===== src/rtl/rotate_sram_arb_if.sv =====
// rtl/rotate_sram_arb_if.sv - requester and SRAM pin bundle for rotate_sram_arb
//
// Purpose: groups the three requester handshakes and the SRAM pin set.
// Ports (signals):
//   wr_*    pixel write stream: req/addr/data in, gnt out
//   rd_*    rotation read stream: req/addr in, gnt/dv/data out
//   host_*  host access: req/we/addr/wdata in, gnt/rdv/rdata out
//   sram_*  registered SRAM pins out, sram_din in
// Modports: master = requesters + SRAM device side, slave = arbiter side.
interface rotate_sram_arb_if #(
  parameter int ADDR_WIDTH = 21,
  parameter int DATA_WIDTH = 16
);
  logic                  wr_req;
  logic [ADDR_WIDTH-1:0] wr_addr;
  logic [DATA_WIDTH-1:0] wr_data;
  logic                  wr_gnt;
  logic                  rd_req;
  logic [ADDR_WIDTH-1:0] rd_addr;
  logic                  rd_gnt;
  logic                  rd_dv;
  logic [DATA_WIDTH-1:0] rd_data;
  logic                  host_req;
  logic                  host_we;
  logic [ADDR_WIDTH-1:0] host_addr;
  logic [DATA_WIDTH-1:0] host_wdata;
  logic                  host_gnt;
  logic                  host_rdv;
  logic [DATA_WIDTH-1:0] host_rdata;
  logic [ADDR_WIDTH-1:0] sram_addr;
  logic                  sram_web;
  logic                  sram_oeb;
  logic [DATA_WIDTH-1:0] sram_dout;
  logic                  sram_doe;
  logic [DATA_WIDTH-1:0] sram_din;

  modport master (
    output wr_req, wr_addr, wr_data, rd_req, rd_addr,
           host_req, host_we, host_addr, host_wdata, sram_din,
    input  wr_gnt, rd_gnt, rd_dv, rd_data, host_gnt, host_rdv, host_rdata,
           sram_addr, sram_web, sram_oeb, sram_dout, sram_doe
  );

  modport slave (
    input  wr_req, wr_addr, wr_data, rd_req, rd_addr,
           host_req, host_we, host_addr, host_wdata, sram_din,
    output wr_gnt, rd_gnt, rd_dv, rd_data, host_gnt, host_rdv, host_rdata,
           sram_addr, sram_web, sram_oeb, sram_dout, sram_doe
  );
endinterface


===== src/rtl/rotate_sram_arb.sv =====
// rtl/rotate_sram_arb.sv - single-port SRAM arbiter/sequencer for the rotation frame buffer
//
// Purpose: shares one async SRAM between the pixel write stream (highest
// priority), the rotation read stream and host access (lowest, with a
// starvation guard). Inserts a bus turnaround before a write that follows a
// read and returns read data RD_LATENCY cycles after the read command pins.
// Ports:
//   clk, resetb        clock, synchronous active-low reset
//   bus (slave)        requester handshakes and SRAM pins (rotate_sram_arb_if)
//   stat_clr, stat_*   only with ROTATE_SRAM_ARB_STATS_EN defined: grant and
//                      turnaround counters (32 bit, saturating) and their clear
// Optional feature macro: ROTATE_SRAM_ARB_STATS_EN
module rotate_sram_arb #(
  parameter int ADDR_WIDTH    = 21,
  parameter int DATA_WIDTH    = 16,
  parameter int RD_LATENCY    = 3,
  parameter int HOST_MAX_WAIT = 64
) (
  input logic               clk,
  input logic               resetb,
  rotate_sram_arb_if.slave  bus
`ifdef ROTATE_SRAM_ARB_STATS_EN
  ,
  input  logic              stat_clr,
  output logic [31:0]       stat_wr_cnt,
  output logic [31:0]       stat_rd_cnt,
  output logic [31:0]       stat_host_cnt,
  output logic [31:0]       stat_turn_cnt
`endif
);

  localparam int WAIT_W = $clog2(HOST_MAX_WAIT + 1);
  localparam logic [WAIT_W-1:0] WAIT_MAX = WAIT_W'(HOST_MAX_WAIT);

  // ST_RDBUS: the SRAM pins currently carry a read command, so a write
  // granted now would collide with the SRAM still driving the data bus.
  typedef enum logic {ST_ARB, ST_RDBUS} state_t;

  state_t            state_q, state_d;
  logic              gnt_wr, gnt_rd, gnt_host, turn;
  logic              host_force, host_sel;
  logic [WAIT_W-1:0] wait_q;
  logic [RD_LATENCY-1:0] tag_v, tag_host;
  logic              host_rd_issue, rd_issue;

  assign host_force = bus.host_req && (wait_q == WAIT_MAX);
  assign host_sel   = host_force || (bus.host_req && !bus.wr_req && !bus.rd_req);

  always_comb begin
    state_d  = ST_ARB;
    gnt_wr   = 1'b0;
    gnt_rd   = 1'b0;
    gnt_host = 1'b0;
    turn     = 1'b0;
    if (resetb) begin
      if (host_sel) begin
        if (bus.host_we && state_q == ST_RDBUS) begin
          turn = 1'b1;
        end else begin
          gnt_host = 1'b1;
          if (!bus.host_we) state_d = ST_RDBUS;
        end
      end else if (bus.wr_req) begin
        // Winning write held off one idle cycle; reads do not slip in ahead.
        if (state_q == ST_RDBUS) turn = 1'b1;
        else                     gnt_wr = 1'b1;
      end else if (bus.rd_req) begin
        gnt_rd  = 1'b1;
        state_d = ST_RDBUS;
      end
    end
  end

  assign bus.wr_gnt   = gnt_wr;
  assign bus.rd_gnt   = gnt_rd;
  assign bus.host_gnt = gnt_host;

  assign host_rd_issue = gnt_host && !bus.host_we;
  assign rd_issue      = gnt_rd || host_rd_issue;

  always_ff @(posedge clk) begin
    if (!resetb) begin
      state_q        <= ST_ARB;
      bus.sram_addr  <= '0;
      bus.sram_web   <= 1'b1;
      bus.sram_oeb   <= 1'b1;
      bus.sram_dout  <= '0;
      bus.sram_doe   <= 1'b0;
      wait_q         <= '0;
      tag_v          <= '0;
      tag_host       <= '0;
      bus.rd_dv      <= 1'b0;
      bus.rd_data    <= '0;
      bus.host_rdv   <= 1'b0;
      bus.host_rdata <= '0;
    end else begin
      state_q      <= state_d;
      bus.sram_web <= !(gnt_wr || (gnt_host && bus.host_we));
      bus.sram_oeb <= !rd_issue;
      if (gnt_wr) begin
        bus.sram_addr <= bus.wr_addr;
        bus.sram_dout <= bus.wr_data;
        bus.sram_doe  <= 1'b1;
      end else if (gnt_host) begin
        bus.sram_addr <= bus.host_addr;
        if (bus.host_we) bus.sram_dout <= bus.host_wdata;
        bus.sram_doe  <= bus.host_we;
      end else if (gnt_rd) begin
        bus.sram_addr <= bus.rd_addr;
        bus.sram_doe  <= 1'b0;
      end else if (turn) begin
        bus.sram_doe  <= 1'b0;
      end

      if (!bus.host_req || gnt_host) wait_q <= '0;
      else if (wait_q != WAIT_MAX)   wait_q <= wait_q + WAIT_W'(1);

      // Stage 0 lines up with the command cycle on the pins; the last stage
      // samples sram_din so the dv pulse lands RD_LATENCY cycles after it.
      tag_v    <= {tag_v[RD_LATENCY-2:0], rd_issue};
      tag_host <= {tag_host[RD_LATENCY-2:0], host_rd_issue};

      bus.rd_dv    <= tag_v[RD_LATENCY-1] && !tag_host[RD_LATENCY-1];
      bus.host_rdv <= tag_v[RD_LATENCY-1] && tag_host[RD_LATENCY-1];
      if (tag_v[RD_LATENCY-1]) begin
        if (tag_host[RD_LATENCY-1]) bus.host_rdata <= bus.sram_din;
        else                        bus.rd_data    <= bus.sram_din;
      end
    end
  end

`ifdef ROTATE_SRAM_ARB_STATS_EN
  always_ff @(posedge clk) begin
    if (!resetb || stat_clr) begin
      stat_wr_cnt   <= '0;
      stat_rd_cnt   <= '0;
      stat_host_cnt <= '0;
      stat_turn_cnt <= '0;
    end else begin
      if (gnt_wr && stat_wr_cnt != '1)     stat_wr_cnt   <= stat_wr_cnt + 32'd1;
      if (gnt_rd && stat_rd_cnt != '1)     stat_rd_cnt   <= stat_rd_cnt + 32'd1;
      if (gnt_host && stat_host_cnt != '1) stat_host_cnt <= stat_host_cnt + 32'd1;
      if (turn && stat_turn_cnt != '1)     stat_turn_cnt <= stat_turn_cnt + 32'd1;
    end
  end
`endif

endmodule


===== src/flat_wrapper.sv =====
// flat-port wrapper written by rule: the top's interface ports become plain ports
module rotate_sram_arb_flat 
#(
  parameter int ADDR_WIDTH    = 21,
  parameter int DATA_WIDTH    = 16,
  parameter int RD_LATENCY    = 3,
  parameter int HOST_MAX_WAIT = 64
)
  (clk, resetb, bus_wr_req, bus_wr_addr, bus_wr_data, bus_rd_req, bus_rd_addr, bus_host_req, bus_host_we, bus_host_addr, bus_host_wdata, bus_sram_din, bus_wr_gnt, bus_rd_gnt, bus_rd_dv, bus_rd_data, bus_host_gnt, bus_host_rdv, bus_host_rdata, bus_sram_addr, bus_sram_web, bus_sram_oeb, bus_sram_dout, bus_sram_doe);
  rotate_sram_arb_if #(.ADDR_WIDTH(ADDR_WIDTH), .DATA_WIDTH(DATA_WIDTH)) bus_i ();
  input logic clk;
  input logic resetb;
  input wire logic [$bits(bus_i.wr_req)-1:0] bus_wr_req;
  input wire logic [$bits(bus_i.wr_addr)-1:0] bus_wr_addr;
  input wire logic [$bits(bus_i.wr_data)-1:0] bus_wr_data;
  input wire logic [$bits(bus_i.rd_req)-1:0] bus_rd_req;
  input wire logic [$bits(bus_i.rd_addr)-1:0] bus_rd_addr;
  input wire logic [$bits(bus_i.host_req)-1:0] bus_host_req;
  input wire logic [$bits(bus_i.host_we)-1:0] bus_host_we;
  input wire logic [$bits(bus_i.host_addr)-1:0] bus_host_addr;
  input wire logic [$bits(bus_i.host_wdata)-1:0] bus_host_wdata;
  input wire logic [$bits(bus_i.sram_din)-1:0] bus_sram_din;
  output wire logic [$bits(bus_i.wr_gnt)-1:0] bus_wr_gnt;
  output wire logic [$bits(bus_i.rd_gnt)-1:0] bus_rd_gnt;
  output wire logic [$bits(bus_i.rd_dv)-1:0] bus_rd_dv;
  output wire logic [$bits(bus_i.rd_data)-1:0] bus_rd_data;
  output wire logic [$bits(bus_i.host_gnt)-1:0] bus_host_gnt;
  output wire logic [$bits(bus_i.host_rdv)-1:0] bus_host_rdv;
  output wire logic [$bits(bus_i.host_rdata)-1:0] bus_host_rdata;
  output wire logic [$bits(bus_i.sram_addr)-1:0] bus_sram_addr;
  output wire logic [$bits(bus_i.sram_web)-1:0] bus_sram_web;
  output wire logic [$bits(bus_i.sram_oeb)-1:0] bus_sram_oeb;
  output wire logic [$bits(bus_i.sram_dout)-1:0] bus_sram_dout;
  output wire logic [$bits(bus_i.sram_doe)-1:0] bus_sram_doe;
  assign bus_i.wr_req = bus_wr_req;
  assign bus_i.wr_addr = bus_wr_addr;
  assign bus_i.wr_data = bus_wr_data;
  assign bus_i.rd_req = bus_rd_req;
  assign bus_i.rd_addr = bus_rd_addr;
  assign bus_i.host_req = bus_host_req;
  assign bus_i.host_we = bus_host_we;
  assign bus_i.host_addr = bus_host_addr;
  assign bus_i.host_wdata = bus_host_wdata;
  assign bus_i.sram_din = bus_sram_din;
  assign bus_wr_gnt = bus_i.wr_gnt;
  assign bus_rd_gnt = bus_i.rd_gnt;
  assign bus_rd_dv = bus_i.rd_dv;
  assign bus_rd_data = bus_i.rd_data;
  assign bus_host_gnt = bus_i.host_gnt;
  assign bus_host_rdv = bus_i.host_rdv;
  assign bus_host_rdata = bus_i.host_rdata;
  assign bus_sram_addr = bus_i.sram_addr;
  assign bus_sram_web = bus_i.sram_web;
  assign bus_sram_oeb = bus_i.sram_oeb;
  assign bus_sram_dout = bus_i.sram_dout;
  assign bus_sram_doe = bus_i.sram_doe;
  rotate_sram_arb #(.ADDR_WIDTH(ADDR_WIDTH), .DATA_WIDTH(DATA_WIDTH), .RD_LATENCY(RD_LATENCY), .HOST_MAX_WAIT(HOST_MAX_WAIT)) u_core (.clk(clk), .resetb(resetb), .bus(bus_i));
endmodule

===== config.mk =====
export PLATFORM = sky130hd
export DESIGN_NAME = rotate_sram_arb_flat
export DESIGN_NICKNAME = d
export VERILOG_FILES = /design/src/rtl/rotate_sram_arb_if.sv /design/src/rtl/rotate_sram_arb.sv /design/src/flat_wrapper.sv
export SDC_FILE = /design/constraint.sdc
export NUM_CORES = 1
export LEC_CHECK = 0
export CAP_MARGIN = 20
export CORE_UTILIZATION = 38
export DETAILED_ROUTE_END_ITERATION = 10
export PLACE_DENSITY = 0.79
export REMOVE_ABC_BUFFERS = 1
export SETUP_SLACK_MARGIN = 0.15
export SYNTH_ARGS = -nofsm -noshare
export SYNTH_HDL_FRONTEND = slang
export SYNTH_SLANG_ARGS = --single-unit

===== constraint.sdc =====
create_clock -name clk -period 2.2 [get_ports clk]
set_clock_uncertainty 0.2 [all_clocks]
set_input_delay 0.66 -clock clk [delete_from_list [all_inputs] [get_ports clk]]
set_output_delay 0.66 -clock clk [all_outputs]
set_load 0.02 [all_outputs]

Word-level counts from Yosys, hierarchy flattened:

Cells that the tools add are included.

* register bits after elaboration: 88
* input port bits: 117
* output and inout bits: 77

* add/subtract/negate cells: 1
* equality and inequality tests: 2
* muxes and demuxes: 29
* bitwise gates (word level): 2
* reductions and logical operators: 27

Operator list (count)
* $mux W21: 3
* $mux W16: 3
* $mux W1: 23
* $logic_and A1 B1 Y1: 8
* $add A7 B1 Y7 const B: 1
* $eq A7 B7 Y1 const B: 1
* $logic_not A1 Y1: 7
* $ne A7 B7 Y1 const B: 1
* $reduce_and A2 Y1: 3
* $logic_or A1 B1 Y1: 4
* $reduce_bool A2 Y1: 2
* $reduce_bool A4 Y1: 1
* $reduce_bool A3 Y1: 1
* $not A1 Y1: 2
* $reduce_or A2 Y1: 1

Longest topological paths before layout:

Gate-level depths: netlist of the first run.

* depth in word-level cells: 10
* gate-level depth with buffers: 9
* depth with buffers taken out: 7

Worst setup path after synthesis of the first run:

OpenSTA, ideal clock, no wires.

* kind: input to output
* from: in bus_wr_req
* to: out bus_host_gnt
* arrival: 1765 ps
* path slack: -425 ps
* stages: 4
* path buffers: 1
* path through: nor2_1 o211ai_2 clkbuf_1 nor2_1

* cells in the longest elaborated chain, start to end: 6

Ends and longest elaborated chain
* start, declared: RTL line flat_wrapper.sv:13 `input wire logic [$bits(bus_i.wr_req)-1:0] bus_wr_req;`
* $logic_not A1 Y1: RTL line rotate_sram_arb.sv:47 `assign host_sel = host_force || (bus.host_req && !bus.wr_req && !bus.rd_req);`
* $logic_and A1 B1 Y1 (2 in series): RTL line rotate_sram_arb.sv:47
* $logic_or A1 B1 Y1: RTL line rotate_sram_arb.sv:47
* $mux W1: RTL line rotate_sram_arb.sv:56 `if (host_sel) begin`
* $mux W1: RTL line rotate_sram_arb.sv:55 `if (resetb) begin`
* end, declared: RTL line flat_wrapper.sv:27 `output wire logic [$bits(bus_i.host_gnt)-1:0] bus_host_gnt;`

Every way passes these cells.

Worst setup path in the final report of the first run:

* from: in bus_rd_req
* to: out bus_host_gnt

* cells in the longest elaborated chain, start to end: 5

Ends and longest elaborated chain
* start, declared: RTL line flat_wrapper.sv:16 `input wire logic [$bits(bus_i.rd_req)-1:0] bus_rd_req;`
* $logic_not A1 Y1: RTL line rotate_sram_arb.sv:47
* $logic_and A1 B1 Y1: RTL line rotate_sram_arb.sv:47
* $logic_or A1 B1 Y1: RTL line rotate_sram_arb.sv:47
* $mux W1: RTL line rotate_sram_arb.sv:56
* $mux W1: RTL line rotate_sram_arb.sv:55

Every way passes these cells.

==> results of run 1 <==
-- where the power goes --
part	total, mW	internal, mW	leakage (nW)	switching (mW)
registers	1.71	1.67	0.722	0.0450
clock network	1.49	0.881	0.144	0.611
logic	0.882	0.446	1.97	0.436
-- area by class of cell --
class	count	area (sq um)	area share, %
Clock inverter	2	12.5	0.179
Clock buffer	13	280	4.00
Tap cell	140	175	2.50
Inverter	42	160	2.29
Multi-Input combinational cell	347	2330	33.3
Timing Repair Buffer	242	2270	32.5
Sequential cell	88	1770	25.2
-- final timing paths --
kind	from	to	slack (ps)	cells after the start
worst max-delay path	bus_rd_req	bus_host_gnt	-200	6
worst max register to register	u_core.wait_q[2]$_SDFFE_PP0P_	u_core.bus.sram_addr[13]$_SDFFE_PN0P_	0	5
worst min register to register	u_core.tag_host[0]$_SDFF_PN0_	u_core.tag_host[1]$_SDFF_PN0_	230	1
worst min-delay path	u_core.tag_host[0]$_SDFF_PN0_	u_core.tag_host[1]$_SDFF_PN0_	230	1
-- sequential cells by signal, summed over array words and instances, names as in the netlist --
name,flops
u_core.bus.host_rdata,16
u_core.bus.host_rdv,1
u_core.bus.rd_data,16
u_core.bus.rd_dv,1
u_core.bus.sram_addr,21
u_core.bus.sram_doe,1
u_core.bus.sram_dout,16
u_core.bus.sram_oeb,1
u_core.bus.sram_web,1
u_core.state_q,1
u_core.tag_host,3
u_core.tag_v,3
u_core.wait_q,7
-- cells by family (layout without fill, tap and decap cells) --
logic type | Yosys count | in the layout | share of synthesized area (%)
mux | 1 | 1 | 0.227
xor+xnor | 6 | 6 | 1.19
flops | 88 | 88 | 40.0
buf+inv | 93 | 299 | 8.56
simple gates | 149 | 149 | 15.1
compound gates | 189 | 189 | 34.3
fa+ha+maj | 2 | 2 | 0.568
-- timing repair --
item                                   in CTS  in global routing
pin swaps                                   8                  7
setup buffers                               2                  3
resized for setup                         119                  9
setup endpoints to repair                 120                 37
gates cloned                                0                  1
endpoints found under the hold margin       0                  0
-- routing by layer --
metal | GRT usage, % | wire, microns
met2 | 45.0 | 7670
met4 | 10.4 | 295
met5 | 0 | 0
met1 | 28.2 | 5900
met3 | 3.79 | 882
-- cells in the final DEF, fill, tap and decap left out, types with 23 or more instances in the layout --
master | netlist | final
sky130_fd_sc_hd__a21oi_1 | 49 | 45
sky130_fd_sc_hd__buf_4 | 0 | 39
sky130_fd_sc_hd__clkdlybuf4s50_1 | 0 | 111
sky130_fd_sc_hd__dfxtp_1 | 88 | 84
sky130_fd_sc_hd__dlygate4sd2_1 | 0 | 76
sky130_fd_sc_hd__inv_1 | 41 | 38
sky130_fd_sc_hd__nand2_1 | 90 | 89
sky130_fd_sc_hd__nor3_1 | 26 | 26
sky130_fd_sc_hd__o21ai_0 | 29 | 28
sky130_fd_sc_hd__o32ai_1 | 23 | 23
-- stage by stage --
stage	power (mW)	utilization (%)
after CTS	4.09	62.6
after floorplan	2.13	-
final	4.09	63.2
after detailed placement	2.66	60.4
after global placement	2.64	60.4
after global routing	4.24	63.2
-- worst max-delay path: cells and delay by family --
family	cells	cell delay (ps)
AND/OR/NAND/NOR	2	250
AO/OA/AOI/OAI	1	100
buffers and inverters	3	520
==> results.yml, run 1 <==
run_status:
  status: "complete, but fails checks"
  violations: "setup timing"
route:
  viasPerCell: 5.41
  drt_iter0_markers: 217
  via_count: 4727
  drt_pre_antenna_iters: 4
  antenna_left: 0
  wl_mm: 14.7
  drc: 0
  wl_per_cell_microns: 16.9
clocking:
  cts_htree_levels: 3
  count_of_clock_tree_sinks: 88
  tritoncts: "done"
  cts_max_path_buffers: 2
  clock_insertion_delay_worst_skew_ps: 340
  numCtsBuffers: 9
  cts_hold_buf: 0
  clk_root_buffer_cell: "sky130_fd_sc_hd__clkbuf_16"
  path_clk_slew_ps: 60
sta:
  finalCritPeriodShare_pct: 109
  setup_repair_after_global_routing_missed_its_margin: "yes"
  period_minus_slack_ps: 2400
  setup_ws_ps: -195
  setup_viol: 3
  worst_slew_pin_slew_ps: 667
  slew_headroom_pct: 55.5
  report.final.hold_viol_count: 0
  max_slew_vio_count: 0
  holdWs_ps: 234
  fmaxAchievable_mhz: 417
  setup_total_negative_slack_ps: -508
pwr:
  power.density_cell_area_nw_per_um2: 584
  worst_supply_voltage_drop_on_vdd_uv: 329
  p_leak_nw: 2.84
global_route:
  number_of_antenna_violations_at_the_first_check_in_global_routing: 0
  grt_start_max_net_pins: 43
  number_of_global_route_vias_before_repair: 4742
  grt_first_pass_wirelength_mm: 22.8
  globalRoute.totalOverflow: 0
  gr-usage-all-layers_pct: 24.6
yosys:
  yosysSeqAreaShare_pct: 40.0
  yosys.area.top_type_share_pct: 40.0
  synth_warn: 0
  synth_area_leaders: "sky130_fd_sc_hd__dfxtp_1 40%, sky130_fd_sc_hd__nand2_1 7.7%, sky130_fd_sc_hd__a2111oi_2 6.8%"
  yosys.cell_count.top_type: "sky130_fd_sc_hd__nand2_1"
  synth.cell_area_sq_um: 4400
  synthFlopType: "sky130_fd_sc_hd__dfxtp_1"
  asyncSetResetFlopFracSynth_pct: 0
  synth-edff-count: 0
  synth_common_cells: "90 x sky130_fd_sc_hd__nand2_1, 88 x sky130_fd_sc_hd__dfxtp_1, 49 x sky130_fd_sc_hd__a21oi_1"
  postSynthCellCount: 528
  post_synth.cell_area_avg_sq_um: 8.34
  netlist.top_cell.by_area: "sky130_fd_sc_hd__dfxtp_1"
  synth.lib_cells_used.distinct: 41
  ys_ff_latch: 88
die:
  placementRows: 38
  die_width_microns: 110
  ios: 194
  core_sq_um: 11100
  fp.dieArea_sq_um: 12000
  initial_core_utilization_pct: 39.7
  die-height_microns: 110
finish:
  area_growth_pct: 59.0
  n_antenna_cell: 0
  finalNetCount: 849
  post_layout_nonfiller_instances: 874
  final_design_area_no_fill_sq_um: 7000
  final_layout_size_suffix_gt1_share_pct: 15.8
  fillerInstances: 938
placed_design:
  postPlaceCellArea_sq_um: 6690
  placed_cells: 853
  gp_congestion: 0.824
  port_buffers: 193
  dp_worst_setup_slack_ps: -1010
  detailedPlacementHpwl_mm: 10.3
worst_setup_path:
  critPathMaxStageDelay_ps: 240
  cpMaxStageDelayCell: "sky130_fd_sc_hd__dlygate4sd2_1"
  cp.required_ps: 1340
  worst-setup-path-type: "in2out"
  critical_path_launch_point_type: "input pin"
  timing.critical_path.fanout_max: 3
  worst_setup_ep_type: "output pin"
  timing.critical_path.cells: "dlygate4sd2_1 > nor2_1 > buf_4 > o211ai_4 > nor2_2 > buf_6"
  cp_data_arrival_time_ps: 1540
hold_path:
  timing.hold.worst.class: "reg2reg"
run:
  drv_cap: 0
No activity file was read; power rests on OpenSTA's default activity.
==> inputs of run 2 (changes only) <==
Settings changed: CTS_BUF_LIST set to sky130_fd_sc_hd__clkbuf_16, HOLD_SLACK_MARGIN set to 0.1, SETUP_SLACK_MARGIN 0.15 to 0.05.
==> run 2 against run 1 <==
Net effect:
- the flow still finishes with violations (setup timing)
- sequential share of layout area is 0.054 points lower
- cell count is 0.34% lower
- flip-flop and latch count is the same
- design area rose by 0.21%
- routed wire length shrank 0.77%
==> results.yml, run 2 (synthesis results as in run 1) <==
run_status:
  status: "complete, but fails checks"
  violations: "setup timing"
global_route:
  number_of_antenna_violations_at_the_first_check_in_global_routing: 0
  number_of_global_route_vias_before_repair: 4732
  gr-usage-all-layers_pct: 24.2
  grt_start_max_net_pins: 43
  grt_first_pass_wirelength_mm: 22.5
  globalRoute.totalOverflow: 0
finish:
  layout_commonest_cell: "sky130_fd_sc_hd__clkdlybuf4s50_1"
  n_antenna_cell: 0
  area_growth_pct: 59.4
  post_layout_nonfiller_instances: 871
  registers.top_by_ff_count: "u_core.bus.sram_addr"
  final_layout_size_suffix_gt1_share_pct: 14.5
  most-common-layout-cells: "121 x sky130_fd_sc_hd__clkdlybuf4s50_1, 89 x sky130_fd_sc_hd__nand2_1, 84 x sky130_fd_sc_hd__dfxtp_1, 48 x sky130_fd_sc_hd__a21oi_1, 42 x sky130_fd_sc_hd__dlygate4sd2_1"
  fillerInstances: 953
  finalNetCount: 846
  finalCoreUtilization_pct: 63.3
  final_design_area_no_fill_sq_um: 7020
  number_of_flip_flops_in_the_largest_register: 21
sta:
  setup_repair_after_global_routing_missed_its_margin: "yes"
  report.final.hold_viol_count: 0
  fmaxAchievable_mhz: 421
  setup_total_negative_slack_ps: -458
  max_slew_vio_count: 0
  period_minus_slack_ps: 2380
  setup_viol: 3
  finalCritPeriodShare_pct: 108
  holdWs_ps: 235
  setup_ws_ps: -175
  slew_headroom_pct: 55.1
  worst_slew_pin_slew_ps: 674
placed_design:
  placed_cells: 853
  port_buffers: 193
  detailedPlacementHpwl_mm: 10.3
  dp_worst_setup_slack_ps: -1010
  postPlaceCellArea_sq_um: 6690
  gp_congestion: 0.824
pwr:
  p_leak_nw: 3.07
  switching_share_pct: 27.2
  switchingPower_mw: 1.07
  finalPower_mw: 3.93
  power.density_cell_area_nw_per_um2: 560
  power.clock.fraction_pct: 33.9
  worst_supply_voltage_drop_on_vdd_uv: 328
  p_seq_share_pct: 43.7
  p_comb_share_pct: 22.5
  internal_power_mw: 2.86
hold_path:
  worstHoldPathCells: 1
  timing.hold.worst.class: "reg2reg"
worst_setup_path:
  critPathMaxStageDelay_ps: 350
  rr_worst_depth: 8
  timing.critical_path.cells: "inv_2 > ha_4 > nor2b_4 > a311o_2 > inv_4 > buf_6"
  cpLargestDelayFamily: "compound AO/OA/AOI/OAI gates"
  cp.required_ps: 1340
  cp_data_arrival_time_ps: 1520
  worstPathBufferInverterCount: 3
  path_length_in_cells_of_the_critical_path: 6
  worst-setup-path-type: "reg2out"
  timing.critical_path.fanout_max: 3
  worst_setup_ep_type: "output pin"
  critical_path_launch_point_type: "flop"
  cpMaxStageDelayCell: "sky130_fd_sc_hd__a311o_2"
route:
  drt_pre_antenna_iters: 4
  via_count: 4706
  viasPerCell: 5.40
  antenna_left: 0
  drc: 0
  drt_iter0_markers: 282
  wl_per_cell_microns: 16.8
  wl_mm: 14.6
die:
  die-height_microns: 110
  fp.dieArea_sq_um: 12000
  die_width_microns: 110
  ios: 194
  placementRows: 38
  initial_core_utilization_pct: 39.7
  core_sq_um: 11100
clocking:
  path_clk_slew_ps: 60
  numCtsBuffers: 9
  clk_root_buffer_cell: "sky130_fd_sc_hd__clkbuf_16"
  tritoncts: "done"
  cts_htree_levels: 3
  cts_hold_buf: 0
  cts_max_path_buffers: 2
  clock_insertion_delay_worst_skew_ps: 340
  count_of_clock_tree_sinks: 88
run:
  drv_cap: 0
[run 2: changes by cell type in the layout (fill, tap and decap cells not counted), moves of 2 or more]
cell / delta
sky130_fd_sc_hd__dlymetal6s2s_1: +24
sky130_fd_sc_hd__clkbuf_8: -4
sky130_fd_sc_hd__dlygate4sd2_1: -34
sky130_fd_sc_hd__clkinv_1: +4
sky130_fd_sc_hd__a21oi_2: -2
sky130_fd_sc_hd__clkdlybuf4s50_1: +10
sky130_fd_sc_hd__a21oi_1: +3
sky130_fd_sc_hd__buf_6: -2
[run 2: what timing repair did]
item | in CTS | in global routing
pin swaps | 9 | 4
endpoints found under the setup margin | 81 | 48
gates resized for setup | 86 | 27
setup buffers | 1 | 2
[run 2: path summary, 6_finish.rpt]
check,start,to,slack (ps)
hold reg to reg,u_core.tag_host[0]$_SDFF_PN0_,u_core.tag_host[1]$_SDFF_PN0_,240
setup / recovery,u_core.wait_q[1]$_SDFFE_PP0P_,bus_wr_gnt,-180
hold / removal,u_core.tag_host[0]$_SDFF_PN0_,u_core.tag_host[1]$_SDFF_PN0_,240
setup reg to reg,u_core.wait_q[1]$_SDFFE_PP0P_,u_core.bus.sram_addr[13]$_SDFFE_PN0P_,10
[run 2: worst reg2reg max path, stage by stage, from the launching register on]
cell and delay (ps):
sky130_fd_sc_hd__dfxtp_2 340, sky130_fd_sc_hd__inv_2 40, sky130_fd_sc_hd__ha_4 140, sky130_fd_sc_hd__nor2b_4 130, sky130_fd_sc_hd__a311o_2 350, sky130_fd_sc_hd__inv_4 70, sky130_fd_sc_hd__buf_4 290, sky130_fd_sc_hd__nand2_1 110
sky130_fd_sc_hd__a2111oi_2 400
[run 2: cell type report]
type	count	area, sq um	share of cell area (%)
Timing Repair Buffer	239	2340	33.4
Multi-Input combinational cell	347	2320	33.1
Sequential cell	88	1770	25.2
Clock buffer	9	225	3.21
Tap cell	140	175	2.50
Inverter	42	160	2.28
Clock inverter	6	27.5	0.392
[run 2: routing by layer]
metal  share of wire, %  vias to the layer above  track usage, %
li1                   -                     2303               -
met1                 41                     2225            27.7
met2                 51                      151            44.0
met3                5.1                       27            3.85
met4                2.4                        0            10.8
met5                  0                        -               0
[run 2: power groups by stage]
stage                     logic (mW)  clock network, mW  registers [mW]
after floorplan                0.296                  0            1.83
after global placement         0.892                  0            1.75
after detailed placement       0.909                  0            1.75
after CTS                      0.881               1.36            1.72
after global routing           0.944               1.43            1.72
final                          0.882               1.33            1.72
==> inputs of run 3 (changes only) <==
Settings changed: CORE_ASPECT_RATIO set to 0.5.
==> run 3 against run 2 <==
Net effect:
- the flow still finishes with violations (setup timing)
- clock power up 11%
- count of clock-buffer cells in the layout unchanged
- utilization up 1.4 points
- sequential power about the same
- critical path type unchanged
- largest cell class is now multi-input combinational cells
- largest power group unchanged
- highest routed layer unchanged
==> results.yml, run 3 (synthesis results as in run 1) <==
run_status:
  status: "complete, but fails checks"
  violations: "setup timing"
route:
  wl_mm: 15.0
  viasPerCell: 5.46
  antenna_left: 0
  drc: 0
  drt_iter0_markers: 282
  drt_pre_antenna_iters: 5
  wl_per_cell_microns: 17.2
  via_count: 4763
clocking:
  numCtsBuffers: 9
  cts_hold_buf: 0
  tritoncts: "done"
  clock_insertion_delay_worst_skew_ps: 340
  count_of_clock_tree_sinks: 88
  path_clk_slew_ps: 70
  cts_htree_levels: 3
  clk_root_buffer_cell: "sky130_fd_sc_hd__clkbuf_16"
  cts_max_path_buffers: 2
pwr:
  p_leak_nw: 3.24
  finalPower_mw: 4.10
  power.density_cell_area_nw_per_um2: 569
  worst_supply_voltage_drop_on_vdd_uv: 423
finish:
  total_area_of_sequential_cells_sq_um: 1770
  layout_commonest_cell: "sky130_fd_sc_hd__clkdlybuf4s50_1"
  number_of_flip_flops_in_the_largest_register: 21
  most-common-layout-cells: "117 x sky130_fd_sc_hd__clkdlybuf4s50_1, 90 x sky130_fd_sc_hd__nand2_1, 84 x sky130_fd_sc_hd__dfxtp_1, 49 x sky130_fd_sc_hd__a21oi_1, 40 x sky130_fd_sc_hd__inv_1"
  registers.top_by_ff_count: "u_core.bus.sram_addr"
  footprint_of_the_multi_input_gates_sq_um: 2460
  finalNetCount: 842
  final_design_area_no_fill_sq_um: 7220
  fillerInstances: 913
  n_antenna_cell: 0
  final_layout_size_suffix_gt1_share_pct: 15.2
  area_growth_pct: 64.0
worst_setup_path:
  worst-setup-path-type: "reg2out"
  cp_data_arrival_time_ps: 1560
  worst_setup_ep_type: "output pin"
  cp.required_ps: 1340
  path_common_cell: "sky130_fd_sc_hd__buf_6"
  cpMaxStageDelayCell: "sky130_fd_sc_hd__dfxtp_2"
  critical_path_launch_point_type: "flop"
  critPathMaxStageDelay_ps: 330
  timing.critical_path.cells: "nor4b_4 > buf_4 > a31o_4 > nor2_4 > buf_6 > buf_6"
  timing.critical_path.fanout_max: 4
global_route:
  globalRoute.totalOverflow: 0
  grt_first_pass_wirelength_mm: 23.5
  gr-usage-all-layers_pct: 24.1
  number_of_global_route_vias_before_repair: 4630
  number_of_antenna_violations_at_the_first_check_in_global_routing: 0
  grt_start_max_net_pins: 56
run:
  drv_cap: 0
placed_design:
  detailedPlacementHpwl_mm: 10.2
  port_buffers: 193
  postPlaceCellArea_sq_um: 6630
  gp_congestion: 0.796
sta:
  setup_ws_ps: -222
  setup_viol: 3
  fmaxAchievable_mhz: 413
  report.final.hold_viol_count: 0
  finalCritPeriodShare_pct: 110
  setup_repair_after_global_routing_missed_its_margin: "yes"
  setup_total_negative_slack_ps: -622
  period_minus_slack_ps: 2420
  slew_headroom_pct: 45.4
  worst_slew_pin_slew_ps: 819
  max_slew_vio_count: 0
die:
  ios: 194
  initial_core_utilization_pct: 39.5
  placementRows: 27
  fp.dieArea_sq_um: 12000
  core_sq_um: 11100
  die-height_microns: 78.1
  die_width_microns: 154
hold_path:
  timing.hold.worst.class: "reg2reg"
run 3: changes by cell type in the layout (fill, tap and decap cells not counted), moves of 4 or more:
cell | before | now
sky130_fd_sc_hd__a2111oi_2 | 20 | 15
sky130_fd_sc_hd__a2111oi_4 | 0 | 6
sky130_fd_sc_hd__buf_4 | 39 | 33
sky130_fd_sc_hd__clkdlybuf4s50_1 | 121 | 117
sky130_fd_sc_hd__dlygate4sd2_1 | 42 | 38
sky130_fd_sc_hd__dlymetal6s2s_1 | 24 | 32
sky130_fd_sc_hd__o32ai_1 | 23 | 15
sky130_fd_sc_hd__o32ai_2 | 0 | 8
run 3: critical path: cells and delay by family, from the launching register on:
family	cells	cell delay, ps
buf+inv	3	410
flops	1	330
simple gates	2	290
compound gates	1	180
run 3: area by class of cell:
class	count	share of cell area, %
clock buffers	9	3.12
repair buffers	235	32.7
inverters	42	2.22
clock inverters	7	0.763
multi-input cells	347	34.2
flip-flops and latches	88	24.5
well taps	145	2.51
run 3: metrics by stage:
| step | cells | utilization, % | worst slack (ps) | hold WS (ps) |
|---|---|---|---|---|
| floorplan | 477 | - | -1110 | 212 |
| detailed placement | 852 | 59.5 | -1080 | 225 |
| finish | 873 | 64.7 | -222 | 240 |
| global route | 873 | 64.7 | -274 | 265 |
| global placement | 852 | 59.5 | -1040 | 218 |
| CTS | 872 | 62.3 | -237 | 242 |
run 3: per-layer routing:
layer / share of wire [%] / global-route usage (%) / wire (microns)
met1: 43 / 30.1 / 6470
met2: 51 / 42.2 / 7670
met3: 3.6 / 4.25 / 535
met4: 2.1 / 7.90 / 318
met5: 0 / 0 / 0
run 3: what timing repair did:
action / 4_1_cts / 5_1_grt
setup endpoints to repair: 77 / 57
buffers inserted: 5 / 2
pin swaps: 8 / 6
resized for setup: 86 / 57
run 3: power breakdown:
| group | total [mW] | internal (mW) | leakage (nW) | switching (mW) |
|---|---|---|---|---|
| Clock | 1.47 | 0.860 | 0.147 | 0.606 |
| Sequential | 1.72 | 1.67 | 0.722 | 0.0469 |
| Combinational | 0.922 | 0.471 | 2.37 | 0.451 |
run 3: path summary, 6_finish.rpt:
path	start	endpoint	slack, ps	cells past startpoint
worst min-delay path	u_core.tag_host[0]$_SDFF_PN0_	u_core.tag_host[1]$_SDFF_PN0_	240	1
worst min register to register	u_core.tag_host[0]$_SDFF_PN0_	u_core.tag_host[1]$_SDFF_PN0_	240	1
worst max register to register	u_core.wait_q[2]$_SDFFE_PP0P_	u_core.bus.sram_addr[2]$_SDFFE_PN0P_	80	5
worst max-delay path	u_core.wait_q[3]$_SDFFE_PP0P_	bus_rd_gnt	-220	6
